$ cat src/rtl/serial_add_sequencer.sv
// Bit-serial 32-bit adder/subtractor: latches operands on start, adds one bit per
// cycle LSB-first, then pulses done with sum, carry_out and signed overflow.
module serial_add_sequencer (
  input  logic        clk,
  input  logic        reset,
  input  logic        start,
  input  logic [31:0] a,
  input  logic [31:0] b,
  input  logic        sub,
  output logic        busy,
  output logic        done,
  output logic [31:0] sum,
  output logic        carry_out,
  output logic        overflow,
  output logic        bit_out,
  output logic        bit_valid
);

  localparam int unsigned W  = 32;
  localparam int unsigned CW = 6;

  typedef enum logic [1:0] {IDLE, RUN, DONE} state_t;

  state_t          state;
  logic [W-1:0]    opa;
  logic [W-1:0]    opb;
  logic            carry;
  logic [CW-1:0]   count;
  logic            s_c;
  logic            carry_next_c;

  // Full-adder slice on the current LSBs.
  assign s_c          = opa[0] ^ opb[0] ^ carry;
  assign carry_next_c = (opa[0] & opb[0]) | (opa[0] & carry) | (opb[0] & carry);

  assign bit_valid = (state == RUN);
  assign bit_out   = bit_valid & s_c;

  always_ff @(posedge clk) begin
    if (reset) begin
      state     <= IDLE;
      opa       <= '0;
      opb       <= '0;
      carry     <= 1'b0;
      count     <= '0;
      sum       <= '0;
      carry_out <= 1'b0;
      overflow  <= 1'b0;
      busy      <= 1'b0;
      done      <= 1'b0;
    end else begin
      case (state)
        IDLE: begin
          if (start) begin
            // Subtract as A + ~B + 1, so carry_out is the no-borrow flag.
            opa   <= a;
            opb   <= sub ? ~b : b;
            carry <= sub;
            count <= '0;
            sum   <= '0;
            busy  <= 1'b1;
            state <= RUN;
          end
        end
        RUN: begin
          carry <= carry_next_c;
          opa   <= opa >> 1;
          opb   <= opb >> 1;
          sum   <= {s_c, sum[W-1:1]};
          count <= count + CW'(1);
          if (count == CW'(W - 1)) begin
            carry_out <= carry_next_c;
            overflow  <= carry ^ carry_next_c;
            done      <= 1'b1;
            state     <= DONE;
          end
        end
        DONE: begin
          done  <= 1'b0;
          busy  <= 1'b0;
          state <= IDLE;
        end
        default: begin
          done  <= 1'b0;
          busy  <= 1'b0;
          state <= IDLE;
        end
      endcase
    end
  end

endmodule

$ cat config.mk
export PLATFORM = sky130hd
export DESIGN_NAME = serial_add_sequencer
export DESIGN_NICKNAME = d
export VERILOG_FILES = /design/src/rtl/serial_add_sequencer.sv
export SDC_FILE = /design/constraint.sdc
export NUM_CORES = 1
export LEC_CHECK = 0
export ABC_CLOCK_PERIOD_IN_PS = 3400
export BUFFER_PORTS_ARGS = -buffer_cell sky130_fd_sc_hd__clkbuf_2
export CAP_MARGIN = 20
export CORE_AREA = 5 5 117 201
export DETAILED_ROUTE_END_ITERATION = 8
export DIE_AREA = 0 0 122 206
export GPL_TIMING_DRIVEN = 0
export PLACE_DENSITY = 0.44
export SLEW_MARGIN = 20
export SYNTH_ARGS = -nofsm -noshare
export SYNTH_HDL_FRONTEND = slang
export SYNTH_SLANG_ARGS = --single-unit
export TNS_END_PERCENT = 5
$ cat constraint.sdc
create_clock -name clk -period 3.4 [get_ports clk]
set_clock_uncertainty 0.1 [all_clocks]
set_input_delay 0.68 -clock clk [delete_from_list [all_inputs] [get_ports clk]]
set_output_delay 0.68 -clock clk [all_outputs]
set_load 0.05 [all_outputs]
==> flow_summary.json <==
{
  "slew_viol_final": 0,
  "path_cells": "inv_1 > fa_1 > nor3b_1 > clkbuf_2",
  "ys_warn_count": 0,
  "port_buffers": 104,
  "postRouteAntennaNets": 0,
  "cts_max_path_buffers": 2,
  "async_flop_share_pct": 0,
  "synth_area_leaders": "dfxtp_1, a22oi_1, nor2_1",
  "routed_wl_um": 14800,
  "post_cts_resized": 0,
  "hold_slack_ns": 0.399,
  "crit_fanout": 3,
  "grt_max_degree": 17,
  "yosysTopAreaCellShare_pct": 44.6,
  "clock_latency_ns": 0.35,
  "post-route-period-util_pct": 82.8,
  "cts_buffers": 9,
  "rrSetupSlack_ns": 1.75,
  "syn_area_mm2": 0.00489,
  "synth_nets": 626,
  "areaGrowthSynthToFinish_pct": 23.6,
  "wl_met2_um": 8080,
  "synth-seq-cells": 109,
  "cts-root-buf": "clkbuf_16",
  "hpwl_um": 11100,
  "power.density_mw_per_mm2": 459,
  "worst_slew_pin_slew_ns": 0.640,
  "numClockSinks": 109,
  "rsz0062_at_grt": "no",
  "hp-start": "sum[0]",
  "ys_seq_area_share_pct": 44.6,
  "cap_violations": 0,
  "met1Wirelength_um": 5840,
  "synth_most_common_cell": "dfxtp_1",
  "highest_layer": "met5",
  "post_cts_buffers": 0,
  "critical_path_buf_inv_count": 2,
  "min_period_ns": 2.82,
  "fmax_mhz": 355,
  "firstDrtPassIters": 5,
  "htreeDepth": 3,
  "dieArea_mm2": 0.0251,
  "hold_viol_final": 0,
  "rows": 71,
  "cts_hold_buffers": 0,
  "slowest_delay_ns": 0.43,
  "gp_congestion": 0.721,
  "synth.distinct_cells": 40,
  "drive_gt1_share_pct": 28.1,
  "die_h_um": 206,
  "drt_iter0_drc": 189,
  "slowest_stage": "fa_1",
  "power_leakage_nw": 2.46,
  "worstPathArrival_ns": 2.04,
  "met3_length_um": 526,
  "min_path_type": "reg2reg",
  "hold_depth": 2,
  "nets": 741,
  "critPathKind": "reg2out",
  "ir_drop_mv": 0.198,
  "synthTopCellsByCount": "dfxtp_1, nor2_1, a21oi_1",
  "crit_family": "buffers and inverters",
  "r2r_start": "state[1]",
  "fillers": 2335,
  "min_to": "sum[0]",
  "initial_core_util_pct": 22.6,
  "reg2reg_to": "opb[19]",
  "endpoint_kind": "output pin",
  "slew-limit-headroom_pct": 57.2,
  "grt_pass1_vias": 4490,
  "cts_tree": "done",
  "dominantRegCellSynth": "dfxtp_1",
  "critPathRequiredTime_ns": 2.62,
  "synthesis.instances": 556,
  "vias": 4356,
  "setup_viol": 0,
  "drc": 0,
  "antenna_found_initial": 2,
  "synth_edf_count": 0,
  "core_area_mm2": 0.0216,
  "avgSynthCellArea_um2": 8.79,
  "die_w_um": 122,
  "wire_per_inst_um": 15.3,
  "clk_pin_slew_worst_paths_ns": 0.07,
  "setup_tns_ns": 0,
  "grt_overflow": 0,
  "yosysTopAreaCell": "dfxtp_1",
  "rr_worst_depth": 6,
  "vias_per_cell": 4.50,
  "grt_util_all_layers_pct": 11.9,
  "ioPinCount": 106,
  "start_kind": "register",
  "grt_pass1_wl_um": 23200,
  "status": "finished, final reports clean"
}
## logic make-up (layout without fill, tap and decap cells)
family / count (synthesis) / after routing / share of synthesized area [%]
compound gates: 206 / 206 / 29.4
simple gates: 119 / 119 / 10.6
flops: 109 / 109 / 44.6
buf+inv: 85 / 204 / 8.39
xor+xnor: 33 / 33 / 5.91
fa+ha+maj: 2 / 2 / 0.665
mux: 2 / 2 / 0.461
other cells: 0 / 1 / 0
## cell usage in the layout (no fill, tap or decap), types with 27 or more instances in the layout
cell type	netlist	layout
dfxtp_1	109	109
o22ai_1	31	31
a22oi_1	65	65
nor2_1	95	95
buf_2	30	30
inv_1	30	30
xnor2_1	31	31
clkbuf_2	0	104
o221a_2	27	27
a21oi_1	66	66
## registers in the layout, summed over array words and instances (netlist names)
signal	flops
opb	32
done	1
carry	1
sum	32
carry_out	1
busy	1
count	6
opa	32
state	2
overflow	1
## layout make-up
| class | count | area [µm²] | area share, % |
|---|---|---|---|
| plain buffers | 54 | 289 | 4.78 |
| clock buffers | 11 | 243 | 4.02 |
| flip-flops and latches | 109 | 2180 | 36.1 |
| clock inverters | 4 | 25.0 | 0.414 |
| multi-input cells | 362 | 2300 | 38.0 |
| well taps | 292 | 365 | 6.04 |
| inverters | 31 | 121 | 2.01 |
| repair buffers | 104 | 520 | 8.61 |
| diodes | 1 | 2.50 | 0.0414 |
## report_power, final
| group | internal [W] | switching, W | total [W] | leakage (nW) |
|---|---|---|---|---|
| Sequential | 0.00135 | 0.0000467 | 0.00139 | 0.893 |
| Combinational | 0.000169 | 0.000224 | 0.000393 | 1.44 |
| Clock | 0.000512 | 0.000477 | 0.000989 | 0.127 |
## tightest hold or removal path, stage by stage, from the launching register on
cell     delay (ns)
dfxtp_1        0.33
a22oi_1        0.06
nor2_1         0.07
## stage by stage
stage | instances | power, W | setup WS [ns] | area [µm²] | utilization [%]
3_5_place_dp | 952 | 0.00182 | 0.947 | 5770 | 26.7
3_3_place_gp | 952 | 0.00182 | 0.924 | 5770 | 26.7
5_1_grt | 968 | 0.00292 | 0.433 | 6040 | 28.0
4_1_cts | 967 | 0.00284 | 0.539 | 6040 | 28.0
6_report | 968 | 0.00277 | 0.583 | 6040 | 28.0
2_1_floorplan | 556 | 0.00169 | 0.578 | 4890 | -
## worst max-delay path by stage
stage,from,to,slack [ns],depth (start not counted)
5_1_grt,carry,bit_out,0.43,4
3_5_place_dp,opb[0],bit_out,0.95,4
2_1_floorplan,opa[0],bit_out,0.58,3
4_1_cts,carry,bit_out,0.54,4
6_report,carry,bit_out,0.58,4
3_3_place_gp,carry,bit_out,0.92,4
## per-layer routing
metal / global-route usage [%] / vias up
met4: 5.05 / 2
li1: - / 2222
met3: 2.03 / 16
met1: 12.9 / 2037
met5: 0 / -
met2: 22.2 / 79
No activity file was read; power rests on OpenSTA's default activity.
